`src/rtl/avalon_mm_mult_responder_if.sv`:
```
// Avalon-MM word bus between a master wrapper and the mult responder.
interface avalon_mm_mult_responder_if;
  logic [3:0]  addr;
  logic        read;
  logic        write;
  logic [15:0] write_data;
  logic        waitrequest;
  logic [15:0] read_data;
  logic        readdatavalid;

  modport master (
    output addr, read, write, write_data,
    input  waitrequest, read_data, readdatavalid
  );

  modport slave (
    input  addr, read, write, write_data,
    output waitrequest, read_data, readdatavalid
  );
endinterface

```
`src/rtl/avalon_mm_mult_responder.sv`:
```
// Avalon-MM front end for the mult core: operand/result/CTRL/STATUS registers,
// combinational waitrequest stall while busy, 1-cycle pipelined reads.
module avalon_mm_mult_responder #(
  parameter int SZ = 32
) (
  input  logic                     clk,
  input  logic                     _rst,
  avalon_mm_mult_responder_if.slave avs,
  output logic [SZ-1:0]            mult_a,
  output logic [SZ-1:0]            mult_b,
  output logic                     mult_start,
  input  logic [2*SZ-1:0]          mult_res,
  input  logic                     mult_ready
);

  typedef enum logic [1:0] {
    S_IDLE   = 2'd0,
    S_LAUNCH = 2'd1,
    S_WAIT   = 2'd2
  } state_t;

  state_t          state_q;
  logic            first_wait_q;
  logic [SZ-1:0]   a_q;
  logic [SZ-1:0]   b_q;
  logic [2*SZ-1:0] res_q;
  logic            done_q;
  logic            err_q;
  logic            start_q;
  logic [15:0]     rdata_q;
  logic [15:0]     rdata_d;
  logic            rdv_q;

  logic busy;
  logic accepted;
  logic rd_acc;
  logic wr_acc;
  logic both_acc;
  logic ctrl_wr;

  assign busy     = (state_q != S_IDLE);
  assign avs.waitrequest = busy & (avs.read | avs.write) & (avs.addr <= 4'd8);
  assign accepted = (avs.read | avs.write) & ~avs.waitrequest;
  // Simultaneous read+write behaves as a read; the write half is discarded.
  assign rd_acc   = accepted & avs.read;
  assign wr_acc   = accepted & avs.write & ~avs.read;
  assign both_acc = accepted & avs.read & avs.write;
  assign ctrl_wr  = wr_acc & (avs.addr == 4'd8);

  always_comb begin
    rdata_d = '0;
    case (avs.addr)
      4'd0:    rdata_d = a_q[15:0];
      4'd1:    rdata_d = a_q[31:16];
      4'd2:    rdata_d = b_q[15:0];
      4'd3:    rdata_d = b_q[31:16];
      4'd4:    rdata_d = res_q[15:0];
      4'd5:    rdata_d = res_q[31:16];
      4'd6:    rdata_d = res_q[47:32];
      4'd7:    rdata_d = res_q[63:48];
      4'd9:    rdata_d = {13'd0, err_q, done_q, busy};
      default: rdata_d = '0;
    endcase
  end

  always_ff @(posedge clk or negedge _rst) begin
    if (!_rst) begin
      state_q      <= S_IDLE;
      first_wait_q <= 1'b0;
      a_q          <= '0;
      b_q          <= '0;
      res_q        <= '0;
      done_q       <= 1'b0;
      err_q        <= 1'b0;
      start_q      <= 1'b0;
      rdata_q      <= '0;
      rdv_q        <= 1'b0;
    end else begin
      rdv_q   <= rd_acc;
      rdata_q <= rd_acc ? rdata_d : 16'd0;

      if (wr_acc) begin
        case (avs.addr)
          4'd0:    a_q[15:0]  <= avs.write_data;
          4'd1:    a_q[31:16] <= avs.write_data;
          4'd2:    b_q[15:0]  <= avs.write_data;
          4'd3:    b_q[31:16] <= avs.write_data;
          default: ;
        endcase
      end

      if (both_acc) begin
        err_q <= 1'b1;
      end else if (ctrl_wr && avs.write_data[1]) begin
        err_q <= 1'b0;
      end

      if (rd_acc && avs.addr == 4'd7) begin
        done_q <= 1'b0;
      end

      case (state_q)
        S_IDLE: begin
          start_q <= 1'b0;
          if (ctrl_wr && avs.write_data[0]) begin
            state_q <= S_LAUNCH;
            start_q <= 1'b1;
            done_q  <= 1'b0;
          end
        end
        S_LAUNCH: begin
          start_q      <= 1'b0;
          state_q      <= S_WAIT;
          first_wait_q <= 1'b1;
        end
        S_WAIT: begin
          // The core's ready may still reflect the previous operation here.
          first_wait_q <= 1'b0;
          if (!first_wait_q && mult_ready) begin
            res_q   <= mult_res;
            state_q <= S_IDLE;
            done_q  <= 1'b1;
          end
        end
        default: begin
          state_q <= S_IDLE;
          start_q <= 1'b0;
        end
      endcase
    end
  end

  assign avs.read_data     = rdata_q;
  assign avs.readdatavalid = rdv_q;
  assign mult_a            = a_q;
  assign mult_b            = b_q;
  assign mult_start        = start_q;

endmodule

```
`src/flat_wrapper.sv`:
```
// flat-port wrapper written by rule: the top's interface ports become plain ports
module avalon_mm_mult_responder_flat 
#(
  parameter int SZ = 32
)
  (clk, _rst, mult_a, mult_b, mult_start, mult_res, mult_ready, avs_addr, avs_read, avs_write, avs_write_data, avs_waitrequest, avs_read_data, avs_readdatavalid);
  avalon_mm_mult_responder_if avs_i ();
  input  logic clk;
  input  logic _rst;
  output logic [SZ-1:0] mult_a;
  output logic [SZ-1:0] mult_b;
  output logic mult_start;
  input  logic [2*SZ-1:0] mult_res;
  input  logic mult_ready;
  input wire logic [$bits(avs_i.addr)-1:0] avs_addr;
  input wire logic [$bits(avs_i.read)-1:0] avs_read;
  input wire logic [$bits(avs_i.write)-1:0] avs_write;
  input wire logic [$bits(avs_i.write_data)-1:0] avs_write_data;
  output wire logic [$bits(avs_i.waitrequest)-1:0] avs_waitrequest;
  output wire logic [$bits(avs_i.read_data)-1:0] avs_read_data;
  output wire logic [$bits(avs_i.readdatavalid)-1:0] avs_readdatavalid;
  assign avs_i.addr = avs_addr;
  assign avs_i.read = avs_read;
  assign avs_i.write = avs_write;
  assign avs_i.write_data = avs_write_data;
  assign avs_waitrequest = avs_i.waitrequest;
  assign avs_read_data = avs_i.read_data;
  assign avs_readdatavalid = avs_i.readdatavalid;
  avalon_mm_mult_responder #(.SZ(SZ)) u_core (.clk(clk), ._rst(_rst), .avs(avs_i), .mult_a(mult_a), .mult_b(mult_b), .mult_start(mult_start), .mult_res(mult_res), .mult_ready(mult_ready));
endmodule
```
`config.mk`:
```
export PLATFORM = sky130hd
export DESIGN_NAME = avalon_mm_mult_responder_flat
export DESIGN_NICKNAME = d
export VERILOG_FILES = /design/src/rtl/avalon_mm_mult_responder_if.sv /design/src/rtl/avalon_mm_mult_responder.sv /design/src/flat_wrapper.sv
export SDC_FILE = /design/constraint.sdc
export NUM_CORES = 1
export LEC_CHECK = 0
export ABC_AREA = 1
export BUFFER_PORTS_ARGS = -buffer_cell sky130_fd_sc_hd__buf_2
export CAP_MARGIN = 20
export CORE_MARGIN = 3
export CORE_UTILIZATION = 45
export CTS_BUF_LIST = sky130_fd_sc_hd__clkbuf_4 sky130_fd_sc_hd__clkbuf_8
export DETAILED_ROUTE_END_ITERATION = 6
export GPL_TIMING_DRIVEN = 0
export PLACE_DENSITY = 0.72
export SLEW_MARGIN = 40
export SYNTH_ARGS = -nofsm -noshare
export SYNTH_HDL_FRONTEND = slang
export SYNTH_SLANG_ARGS = --single-unit
```
`constraint.sdc`:
```
create_clock -name clk -period 1.8 [get_ports clk]
set_clock_uncertainty 0.2 [all_clocks]
set_input_delay 0.09 -clock clk [delete_from_list [all_inputs] [get_ports clk]]
set_output_delay 0.09 -clock clk [all_outputs]
set_load 0.01 [all_outputs]
```
# Word-level counts from Yosys, hierarchy flattened
# Cells that the tools add are included.
# totals
ff_bits,151
# classes
n_lt_le_gt_ge,1
n_mux,14
bitwise_logic,11
reduce_logical,16
eq_ne,13
# ops
cell,count
$pmux 16 s9,1
$eq 4x3->1 const B,4
$mux 16,1
$reduce_and 2->1,6
$and 1x1->1,8
$eq 4x2->1 const B,2
$eq 4x4->1 const B,2
$mux 1,6
$pmux 1 s2,3
$pmux 2 s3,1
$reduce_bool 2->1,3
$eq 4x1->1 const B,1
$le 4x4->1 const B,1
$logic_and 1x1->1,4
$logic_not 4->1,1
$mux 2,2
$ne 2x1->1 const B,2
$eq 2x1->1 const B,1
$eq 2x2->1 const B,1
$logic_not 2->1,1
$not 1->1,2
$logic_not 1->1,1
$or 1x1->1,1

# Depth between registers and ports, before layout
# Gate-level depths: netlist of run 1.
# logic_depth
depth_word,11
depth_mapped,11
ltp_nobuf,10

# Worst setup path after synthesis of run 1
# OpenSTA, ideal clock, no wires.
# synth_path
kind,register to register
start,register u_core.state_q[0]
end,register u_core.res_q[0]
synth_period_minus_slack_ps,1861
path_stages_with_launch,7
path_buffers,2
arrival_ps,1536
required_time_ps,1475
slack_ps,-61
cell_sequence,dfrtp_1 inv_1 ha_1 nand3_1 buf_2 buf_2 mux2_2
# synth_between
elab_chain_len,2
# synth_rtl
item,line_no,source
"start, declared",avalon_mm_mult_responder.sv:22,state_t state_q;
"start signal, assigned",avalon_mm_mult_responder.sv:68,state_q <= S_IDLE;
"start signal, assigned",avalon_mm_mult_responder.sv:106,state_q <= S_LAUNCH;
"start signal, assigned",avalon_mm_mult_responder.sv:113,state_q <= S_WAIT;
$eq 2x2->1,avalon_mm_mult_responder.sv:102,case (state_q)
$reduce_and 2->1 (no line),--,
"end signal, assigned",avalon_mm_mult_responder.sv:120,res_q <= mult_res;
"end, declared",avalon_mm_mult_responder.sv:26,logic [2*SZ-1:0] res_q;
# Every way passes these cells.
# A chain may end at the register's enable or synchronous reset.

# Final worst setup path of run 1
# layout_path
start,register u_core.state_q[0]
end,register u_core.res_q[7]
# Same word-level chain as after synthesis.

==> results of run 1 <==
## state kept, by name, summed over array words and instances, names as in the netlist
register and cells:
u_core.avs.read_data 16, u_core.avs.readdatavalid 1, u_core.done_q 1, u_core.err_q 1
u_core.first_wait_q 1, u_core.mult_a 32, u_core.mult_b 32, u_core.mult_start 1
u_core.res_q 64, u_core.state_q 2
## worst max-delay path, delay by kind of cell (launching register included)
kind	cells	cell delay, ps
adder cells (fa/ha/maj)	1	230
AO/OA/AOI/OAI	1	160
buffers and inverters	4	610
AND/OR/NAND/NOR	1	140
flip-flops	1	420
## where the power goes
part / internal, W / switching (W) / total [W]
registers: 0.00461 / 0.000679 / 0.00529
clock network: 0.00143 / 0.00134 / 0.00278
logic: 0.00168 / 0.00185 / 0.00353
## timing repair
item / CTS / global route
hold buffers: 93 / 0
resized for setup: 34 / 82
hold endpoints to repair: 298 / 0
pin swaps: 3 / 6
setup endpoints to repair: 133 / 107
buffers inserted: 7 / 6
cloned: 0 / 3
## cell type report
class / instances / share of cell area, %
Timing Repair Buffer: 282 / 20.89
Inverter: 89 / 3.446
Sequential cell: 151 / 38.97
Multi-Input combinational cell: 452 / 27.06
Clock buffer: 20 / 2.710
Buffer: 28 / 2.968
Tap cell: 184 / 2.375
Clock inverter: 12 / 1.574
## layout by cell type (no fill, tap or decap), types with 2 or more instances in the layout
master | Yosys | layout
dfrtp_1 | 151 | 151
mux2_2 | 53 | 53
clkbuf_4 | 0 | 3
clkbuf_8 | 0 | 18
o22ai_1 | 14 | 14
buf_8 | 0 | 7
nor2_1 | 50 | 49
inv_1 | 88 | 86
o21ai_2 | 7 | 21
buf_12 | 0 | 4
o21ai_1 | 0 | 14
nand3_1 | 14 | 13
bufinv_16 | 0 | 3
nand2_2 | 6 | 15
inv_2 | 0 | 2
nor2_4 | 2 | 4
buf_16 | 0 | 2
buf_2 | 17 | 178
clkinvlp_4 | 0 | 4
buf_6 | 3 | 8
dlygate4sd3_1 | 0 | 92
nand2_1 | 176 | 164
o211ai_1 | 8 | 8
a21oi_1 | 28 | 27
clkinv_4 | 0 | 2
nand3b_1 | 3 | 3
o21ai_0 | 75 | 47
a22o_1 | 2 | 2
buf_4 | 2 | 14
clkbuf_16 | 0 | 2
clkinv_2 | 0 | 3
nand2_4 | 2 | 5
nand4_1 | 2 | 2
nor2_2 | 4 | 3
## per-layer routing
layer,share of wire (%),up-vias,GRT usage (%)
li1,-,2929,-
met1,39,3065,34.83
met2,49,312,45.42
met3,7.9,65,8.427
met4,4.2,2,12.79
met5,0.047,-,0
## final timing paths
check	from	to	slack (ps)	depth (start not counted)
max in group asynchronous	_rst	u_core.res_q[2]	110	5
min in group clk	avs_addr[3]	u_core.avs.read_data[2]	110	5
worst min-delay path	_rst	u_core.res_q[5]	30	3
worst max-delay path	u_core.state_q[0]	u_core.res_q[7]	-40	7
worst min register to register	u_core.mult_b[28]	u_core.mult_b[28]	310	2
worst max register to register	u_core.state_q[0]	u_core.res_q[7]	-40	7
## per-stage QoR
stage                     total power, W  instance area [um^2]  worst slack [ps]  util [%]  std cells
after floorplan                 0.006999                  6760            -2.405         -        720
after CTS                        0.01131                  9393             6.214     64.38       1209
final                            0.01160                  9696            -44.94     66.46       1218
after detailed placement        0.008312                  7911            -473.1     54.23       1077
after global routing             0.01221                  9696            -107.4     66.46       1218
after global placement          0.008159                  7846             -1815     53.78       1075
## cell families after synthesis
kind of cell / share of synthesized area (%)
flip-flops: 55.96
AND/OR/NAND/NOR: 16.38
AO/OA/AOI/OAI: 10.99
adder cells (fa/ha/maj): 0.5559
buffers and inverters: 7.282
multiplexers: 8.838
==> results summary, run 1 <==
The flow ran to the end, but the final reports show violations. The checks that failed: negative setup slack. Counting flops with a built-in enable in the synthesized netlist gives 0.

After detailed routing, the number of remaining DRC violations is 0. The die width came out at 128.5 um. The worst setup path is of the register to register kind. The floorplan die area is 0.01651 mm^2. The worst path in the final design needs a cycle of 1845 ps, including I/O delays and setup.

Ranked by total cell area, the synthesized netlist is headed by dfrtp_1 56%, nand2_1 9.8%, mux2_2 8.8%. The max-slew violation total from the final report is 0. The post-DP HPWL is 15240 um. The fraction of registers with async set/reset is 100.0%. The synthesis-stage register bit count is 151. The area used by multi-input combinational logic is 0.002624 mm^2. The worst hold slack across all endpoints came out at 31.63 ps. The final layout net count came out at 1113. The share of the clock period used by the worst path after layout is 102.5%. The number of buffers created by CTS came out at 17. In the final routed layout, each cell accounts on average for 19.38 um. The count of filler cells inserted in the layout is 1165. The detailed router finished its first iteration with 527 violations.

The setup total negative slack came out at -487.0 ps. The number of routed nets with antenna violations is 0. Entering global routing, the biggest net connects 76 pins.

Sequential elements use 55.96% of the synthesized area. Setup repair after global routing could not meet its margin everywhere. The number of endpoints failing setup at the final stage is 32. The most used flip-flop cell after synthesis is dfrtp_1.

By instance count, the leading cell after synthesis is nand2_1. The count of unique library cells instantiated by Yosys is 29. The antenna cell count came out at 0. The via count of the first global-routing pass is 6243. The critical-path maximum fanout is 10.

The maximum count of clock buffers along a single path came out at 2. The total of max-cap violations came out at 0. At the worst endpoint, the required time is 1990 ps. The arrival time reported for the critical path endpoint is 2030 ps.

For this design, the sink count on the clock tree is 151. The clock tree synthesis step divided the H-tree into 4 levels. The slew at the pin with the worst max-slew slack came out at 547.7 ps.

The total global routing track utilization is 28.07%. The commonest cells after synthesis are 176 x nand2_1, 151 x dfrtp_1, 88 x inv_1. After floorplanning, the core was divided into 44 placement rows. The first-pass GRT wire length came out at 34420 um.

Clock latency on the worst-skew pair, taken at its later pin, is 470 ps. In the synthesized netlist, the number of instances is 720. The clock edge transition at the registers on the reported setup and hold paths is 90 ps. In the routed layout, each cell is associated on average with a via count of 5.232.

The delay of the slowest critical-path stage is 420 ps. Of the cells placed in the final design, the portion with a size suffix greater than 1 is 34.62%. The total detailed-routing wirelength came out at 23600 um. Detailed routing inserted a total of 6373 vias. After synthesis the cells add up to 0.006753 mm^2.

Of all cell types, the one taking the most synthesized area is dfrtp_1. Among the stages of the critical path, the cell type that occurs most often is buf_8. The synthesis warning total is 0. The top-area cell type share of the netlist area came out at 55.96%. In the final layout, flip-flops and latches occupy 0.003779 mm^2. The number of I/O port buffers came out at 171. The initial antenna violation count is 1. The post-synthesis average cell area is 9.379 um^2. Pin placement for this block handled 172 I/O pins. The overflow left after global routing is 0. The relative slew slack came out at 63.48%.

TritonCTS built the clock tree. The setup slack of the critical path after layout came out at -44.94 ps. The number of nets handed over by synthesis was 812. The y dimension of the die is 128.5 um. In this run the clock root is driven by a clkbuf_8. The area overhead of the layout relative to synthesis came out at 43.58%.

For this design, the slowest cell found on the critical path is dfrtp_1. The number of endpoints with negative hold slack in the final report was 0. The initial core utilization came out at 46.29%. Walking the worst path, the cells encountered are inv_2, ha_2, nand3_2, buf_8, buf_8, buf_4, a21oi_1. Before antenna repair, the detailed router went through 6 iterations. The highest clock frequency the design can meet is 542.0 MHz. Summed over all cells, the static leakage comes to 4.972 nW. In this run the worst hold path is classified as input port to async pin. The power per unit of standard cell area is 1196 mW/mm^2.

The kind of end point of the critical path is a register. The final weighted congestion in routability-driven placement is 0.8725. The critical path startpoint category is a register.

The worst vdd rail ir drop came out at 0.7468 mV. The core area came out at 0.01459 mm^2.
No activity file was read; power rests on OpenSTA's default activity.
==> run 2: changes to the inputs <==
--- a/config.mk
+++ b/config.mk
@@ -13,7 +13,7 @@
 export CTS_BUF_LIST = sky130_fd_sc_hd__clkbuf_4 sky130_fd_sc_hd__clkbuf_8
 export DETAILED_ROUTE_END_ITERATION = 6
 export GPL_TIMING_DRIVEN = 0
-export PLACE_DENSITY = 0.72
+export PLACE_DENSITY_LB_ADDON = 0.3
 export SLEW_MARGIN = 40
 export SYNTH_ARGS = -nofsm -noshare
 export SYNTH_HDL_FRONTEND = slang
==> run 2 against run 1 <==
The run still ends with negative setup slack left; routed wire length down 0.77%; power up 1.6%; die area stayed put; sequential power about the same; clock-buffer cell count stayed put; cell count is 0.66% higher; fmax is 0.11% lower.
==> results summary, run 2 (synthesis results as in run 1) <==
The via count of the first global-routing pass is 6133 (-1.8%). The slew at the pin with the worst max-slew slack came out at 560.2 ps (+12.46 ps). The core area is 0.01459 mm^2 (unchanged). The endpoint of the lowest-slack register-to-register path is u_core.res_q[60]. The setup path with the least slack is of type register to register. The total of max-cap violations was 0 (unchanged). The total design power came out at 0.01178 W (+1.6%).

The number of vias after detailed routing is 6315 (-0.91%). The clock insertion delay at the later pin of the skew report is 470 ps (about the same). The relative slew slack came out at 62.65% (-0.83 points).

Setup repair after global routing could not meet its margin everywhere. The maximum count of clock buffers along a single path came to 2 (unchanged). The y dimension of the die came out at 128.5 um (unchanged).

The initial core utilization is 46.29% (unchanged). The highest clock frequency the design can meet is 541.4 MHz (-0.11%). The utilization after layout is 66.90% (+0.44 points).

The maximum number of pins on one net before global-route repair was 68 (-11%). The via density per instance was 5.151 (-1.6%). The internal power came out at 0.007996 W (+3.5%). The kind of end point of the critical path is a register. The number of buffers created by CTS is 17 (unchanged). The DRC violation count after routing came out at 0 (unchanged). The proportion of power drawn by the clock network came out at 25.4% (+1.5 points). The number of I/O port buffers came to 171 (unchanged). The number of iterations in the first detailed-routing pass was 5 (-1). The flow ran to the end, but the final reports show violations. The final layout net count is 1121 (+0.72%). The total global routing track utilization is 28.23% (+0.16 points). The switching part of the total power is 32.14% (-1.2 points).

The required time at the endpoint of the critical path is 1950 ps (-40 ps). The share of the clock period used by the worst path after layout is 102.6% (+0.11 points). The wire length per cell is 19.10 um (-1.4%).

The cell sitting at the root of the clock tree is a clkbuf_8. The die width is 128.5 um (unchanged). The clock sink count came out at 151 (unchanged).

The post-placement cell count came to 1077 (unchanged). The register-to-register setup slack came to -50 ps (about the same). The arrival time reported for the critical path endpoint came out at 1990 ps (-40 ps). The worst vdd rail ir drop came to 0.8605 mV (+15%). The final critical delay including setup and external delays is 1847 ps (+2.027 ps). The switching power total is 0.003788 W (-2.2%). The beginning of the critical path is u_core.state_q[1].

The share of post-route cells with drive strength above 1 was 34.45% (-0.17 points). The iteration-0 DRC count of the detailed router came out at 526 (-0.19%). The post-DP HPWL was 15120 um (-0.76%).

The setup slack of the critical path after layout is -46.96 ps (-2.027 ps). The number of cells traversed by the worst register-to-register path came out at 6 (-1). The number of routed nets with antenna violations came out at 0 (unchanged). The number of placement rows came to 44 (unchanged).

The flip-flop count of the largest register, all copies and words added is 64 (unchanged). The clock edge transition at the registers on the reported setup and hold paths came out at 80 ps (about the same). The antenna cell count came out at 0 (unchanged). In the layout the commonest cells are 176 x buf_2, 164 x nand2_1, 151 x dfrtp_1.

The number of endpoints with negative hold slack in the final report came out at 0 (unchanged). The sequential share of power is 44.6% (-1.0 points). The library cell used most frequently in the layout, excluding fill and tap cells, is buf_2. The critical-path maximum fanout came out at 10 (unchanged). The final weighted congestion in routability-driven placement is 0.8362 (-4.2%). STA classifies the critical path startpoint as a register. The overflow left after global routing came to 0 (unchanged). The number of H-tree levels came out at 4 (unchanged). The total detailed-routing wirelength is 23420 um (-0.77%). The non-filler instance count after layout came to 1226 (+0.66%).

The critical path ends at u_core.res_q[60]. The first-pass GRT wire length is 34510 um (+0.26%). The area overhead of the layout relative to synthesis is 44.52%. The number of endpoints failing setup at the final stage is 43 (+34%). The max-slew violation total from the final report is 0 (unchanged). The static power due to leakage is 5.027 nW (+1.1%). The register with the highest flop count is u_core.res_q. The floorplan die area came to 0.01651 mm^2 (unchanged). The initial antenna violation count came out at 2 (+1). TritonCTS built the clock tree. The power per unit of standard cell area is 1207 mW/mm^2 (+0.93%). The top-level port count came out at 172 (unchanged).

The checks that failed: negative setup slack. The launch instance of the worst register-to-register path is u_core.state_q[1]. The worst hold path belongs to the class input port to register. The combinational share of power came out at 29.9% (-0.6 points).
-- run 2: final cells by class --
type / instances / area, um^2
fillers: 1143 / 4830
flip-flops and latches: 151 / 3779
multi-input cells: 452 / 2569
repair buffers: 290 / 2111
inverters: 89 / 334.1
plain buffers: 28 / 279.0
clock buffers: 20 / 256.5
well taps: 184 / 230.2
clock inverters: 12 / 201.4
-- run 2: stage by stage --
stage / hold slack, ps / worst slack (ps) / setup TNS (ps) / instance area (um^2)
after floorplan: -405.6 / -2.405 / -72.16 / 6760
after global placement: 121.5 / -1837 / -301300 / 7846
after detailed placement: -256.3 / -311.4 / -24540 / 7913
after CTS: -145.6 / -29.71 / -190.5 / 9477
after global routing: 70.81 / -109.8 / -6209 / 9759
final: 28.42 / -46.96 / -1056 / 9759
-- run 2: worst min-delay path by stage --
stage / start / endpoint / slack (ps) / cells past startpoint
after floorplan: _rst / u_core.avs.read_data[0] / -410 / 0
after global placement: mult_res[59] / u_core.res_q[59] / 120 / 2
after detailed placement: _rst / u_core.avs.read_data[13] / -260 / 1
after CTS: avs_addr[3] / u_core.avs.read_data[15] / -150 / 4
after global routing: avs_addr[2] / u_core.err_q / 70 / 7
final: avs_addr[2] / u_core.avs.read_data[0] / 30 / 6
-- run 2: layer usage --
layer,GRT usage (%),part of all wire (%),wire [um]
met1,36.93,40,9330
met5,0,0.12,27
met2,44.04,47,11080
met4,11.92,2.9,670
met3,8.385,9.9,2314
-- run 2: timing repair --
item                                    in CTS  in global routing
hold endpoints to repair                   299                  3
resized for setup                           36                 54
buffers inserted                            13                  9
cloned                                       3                  4
hold buffers                                88                  1
endpoints found under the setup margin     133                207
pin swaps                                    4                  3
-- run 2: power by group through the flow --
stage / Sequential [W] / Combinational, W / Clock [W]
after floorplan: 0.00538 / 0.00162 / 0
after global placement: 0.00524 / 0.00291 / 0
after detailed placement: 0.00528 / 0.00301 / 0
after CTS: 0.00521 / 0.00329 / 0.00302
after global routing: 0.00537 / 0.00390 / 0.00316
final: 0.00526 / 0.00353 / 0.00300
-- run 2: critical path: stages, from the launching register on --
cell     delay (ps)
dfrtp_1         410
buf_4           150
ha_2            210
nand3_4         130
buf_8           150
buf_12          140
mux2_2          330
==> run 3: changes to the inputs <==
--- a/config.mk
+++ b/config.mk
@@ -6,14 +6,14 @@
 export NUM_CORES = 1
 export LEC_CHECK = 0
 export ABC_AREA = 1
-export BUFFER_PORTS_ARGS = -buffer_cell sky130_fd_sc_hd__buf_2
 export CAP_MARGIN = 20
 export CORE_MARGIN = 3
 export CORE_UTILIZATION = 45
 export CTS_BUF_LIST = sky130_fd_sc_hd__clkbuf_4 sky130_fd_sc_hd__clkbuf_8
 export DETAILED_ROUTE_END_ITERATION = 6
+export DONT_BUFFER_PORTS = 1
 export GPL_TIMING_DRIVEN = 0
-export PLACE_DENSITY_LB_ADDON = 0.3
+export PLACE_DENSITY = 0.69
 export SLEW_MARGIN = 40
 export SYNTH_ARGS = -nofsm -noshare
 export SYNTH_HDL_FRONTEND = slang
==> constraint.sdc (replaced) <==
create_clock -name clk -period 2.3 [get_ports clk]
set_clock_uncertainty 0.2 [all_clocks]
set_input_delay 0.115 -clock clk [delete_from_list [all_inputs] [get_ports clk]]
set_output_delay 0.115 -clock clk [all_outputs]
set_load 0.01 [all_outputs]
==> run 3 against run 2 <==
The run ends with negative hold slack left; setup slack improved by 170 ps; sequential share of layout area increased by 6.7 points; clock power decreased by 25%; first-iteration DRC count decreased by 3.4%; hold slack got worse by 890 ps; routed wire length decreased by 6.8%; combinational power decreased by 51%; final area decreased by 15%; critical endpoint is now u_core.res_q[59]; largest power group unchanged.
==> results summary, run 3 (synthesis results as in run 1) <==
The flow ran to the end, but the final reports show violations. The checks that failed: negative hold slack. The overflow left after global routing came out at 0 (unchanged). The register-to-register setup slack was 120 ps (+170 ps). The total detailed-routing wirelength came out at 21840 um (-6.8%). The die width is 128.5 um (unchanged). The number of endpoints with negative hold slack in the final report is 151 (+151). The static power due to leakage came out at 4.063 nW (-19%). The number of routed nets with antenna violations came to 0 (unchanged).

The wire length per cell came out at 21.30 um (+12%). The flip-flop count of the largest register, all copies and words added came out at 64 (unchanged). The number of buffers created by CTS was 17 (unchanged). More flip-flops sit in one register than any other, and that register is u_core.res_q. The most common cell after layout, fill and taps aside is nand2_1. The slew at the pin with the worst max-slew slack came out at 621.2 ps (+61.00 ps). The first-pass GRT wire length is 32730 um (-5.1%).

The maximum number of pins on one net before global-route repair is 152 (+120%). The root buffer cell chosen for the clock tree is clkbuf_8. The sequential share of power came out at 52.7% (+8.1 points).

The proportion of power drawn by the clock network came out at 26.8% (+1.4 points). The power per unit of standard cell area is 1013 mW/mm^2 (-16%). In the layout the commonest cells are 176 x nand2_1, 151 x dfrtp_1, 89 x dlygate4sd3_1.

The iteration-0 DRC count of the detailed router is 508 (-3.4%). The initial antenna violation count came out at 0 (-2). The post-DP HPWL is 15120 um (about the same).

The number of I/O port buffers is 0 (-100%). The via density per instance came out at 5.450 (+5.8%). The number of buffers inserted by hold repair at cts came out at 90 (+2.3%).

The via count of the first global-routing pass came out at 5609 (-8.5%). The share of post-route cells with drive strength above 1 came to 15.81% (-19 points). The area used by multi-input combinational logic came out at 0.002485 mm^2 (-3.3%). The antenna cell count came to 0 (unchanged). The setup total negative slack is 0 ps (+1056 ps). The combinational share of power came to 20.6% (-9.3 points). The DRC violation count after routing is 0 (unchanged). The TritonCTS clock tree is done. STA classifies the critical path endpoint as a register. In this run the worst setup path terminates at u_core.res_q[59]. The final weighted congestion in routability-driven placement was 0.8976 (+7.3%). The switching power total is 0.002746 W (-27%). The worst hold slack across all endpoints is -863.3 ps (-891.7 ps).

The number of H-tree levels is 4 (unchanged). The number of vias after detailed routing is 5586 (-12%). The clock sink count is 151 (unchanged). The floorplan die area came out at 0.01651 mm^2 (unchanged). The required time at the endpoint of the critical path came out at 2440 ps (+490 ps). The max-slew violation total from the final report came out at 0 (unchanged). The highest clock frequency the design can meet is 459.7 MHz (-15%). Setup repair after global routing left no endpoint under its margin. The critical path is of the register to register type.

The maximum count of clock buffers along a single path is 2 (unchanged). The total global routing track utilization came out at 26.67% (-1.6 points). The critical path starts at u_core.state_q[0]. The initial core utilization came out at 46.29% (unchanged).

The number of cells traversed by the worst register-to-register path came out at 6 (unchanged). The share of the clock period used by the worst path after layout came out at 94.57% (-8.0 points). The area of all sequential standard cells came to 0.003779 mm^2 (unchanged). The count of filler cells inserted in the layout is 1284 (+12%). The worst vdd rail ir drop is 0.5739 mV (-33%). The arrival time reported for the critical path endpoint came out at 2320 ps (+330 ps). The relative slew slack is 58.59% (-4.1 points). The worst register-to-register path begins at u_core.state_q[0]. The clock edge transition at the registers on the reported setup and hold paths is 90 ps (about the same). The area overhead of the layout relative to synthesis is 23.20%. The total design power is 0.008427 W (-28%). The worst setup path is launched from a register. The internal power came out at 0.005681 W (-29%). The path class of the tightest hold or removal check is input port to async pin. The final critical delay including setup and external delays is 2175 ps (+328.2 ps). The y dimension of the die is 128.5 um (unchanged). The clock insertion delay at the later pin of the skew report was 460 ps (about the same).

The endpoint of the lowest-slack register-to-register path is u_core.res_q[59]. The summed area of non-filler cells in the final layout is 0.008319 mm^2 (-15%). The final layout net count is 920 (-18%). The core area is 0.01459 mm^2 (unchanged). The cell area after placement is 0.006984 mm^2 (-12%). The number of endpoints failing setup at the final stage is 0 (-100%).

The top-level port count is 172 (unchanged). The total of max-cap violations is 0 (unchanged). The number of placement rows came to 44 (unchanged). The number of buffers added for setup after CTS was 0 (-13). The critical-path maximum fanout was 10 (unchanged). The switching part of the total power is 32.59% (+0.44 points). The number of iterations in the first detailed-routing pass is 5 (unchanged).
## run 3: changes by cell type in the layout (fill, tap and decap cells not counted), moves of 3 or more
cell / before / now
clkbuf_16: 4 / 0
buf_8: 6 / 0
o21ai_1: 14 / 0
buf_2: 176 / 16
nand2_1: 164 / 176
o21ai_2: 11 / 7
buf_6: 9 / 3
o21ai_0: 57 / 75
buf_4: 26 / 2
nand2_2: 18 / 6
clkinv_4: 3 / 0
buf_12: 3 / 0
## run 3: critical path: stages, from the launching register on
cell,delay [ps]
dfrtp_1,380
inv_1,80
ha_1,260
nand3_1,180
clkbuf_4,270
buf_2,310
mux2_2,370
## run 3: per-layer routing
layer | vias to the layer above | global-route usage, % | wire length (um)
met5 | - | 0 | 0
met3 | 42 | 9.298 | 2160
met2 | 277 | 43.73 | 10480
li1 | 2543 | - | -
met1 | 2724 | 32.42 | 8625
met4 | 0 | 10.56 | 567
## run 3: worst min path at each step
stage | from | endpoint | cells after the start
after floorplan | _rst | u_core.avs.read_data[0] | 0
after global placement | _rst | u_core.avs.read_data[13] | 0
after detailed placement | _rst | u_core.avs.read_data[13] | 0
after CTS | _rst | u_core.avs.read_data[13] | 0
after global routing | _rst | u_core.avs.read_data[13] | 0
final | _rst | u_core.avs.read_data[6] | 0
## run 3: final cells by class
| cell class | count | area share [%] |
|---|---|---|
| inverters | 89 | 4.016 |
| plain buffers | 28 | 1.970 |
| clock buffers | 20 | 3.158 |
| repair buffers | 89 | 10.71 |
| flip-flops and latches | 151 | 45.42 |
| well taps | 184 | 2.767 |
| multi-input cells | 452 | 29.87 |
| clock inverters | 12 | 2.091 |
## run 3: power by group through the flow
| stage | clock network, W | registers [W] | logic [W] |
|---|---|---|---|
| after floorplan | 0 | 0.00421 | 0.00126 |
| after global placement | 0 | 0.00444 | 0.00147 |
| after detailed placement | 0 | 0.00448 | 0.00156 |
| after CTS | 0.00227 | 0.00443 | 0.00171 |
| after global routing | 0.00239 | 0.00454 | 0.00194 |
| final | 0.00225 | 0.00444 | 0.00173 |
## run 3: what timing repair did
item,in CTS,in global routing
resized for setup,0,3
hold endpoints to repair,301,151
setup endpoints to repair,0,41
## run 3: stage by stage
stage | instances | util [%] | setup WS (ps)
after CTS | 1026 | 57.04 | 71.98
after floorplan | 720 | - | 439.1
after global routing | 1025 | 57.02 | 13.43
final | 1025 | 57.02 | 124.8
after global placement | 904 | 47.86 | -16.17
after detailed placement | 904 | 47.87 | 89.46
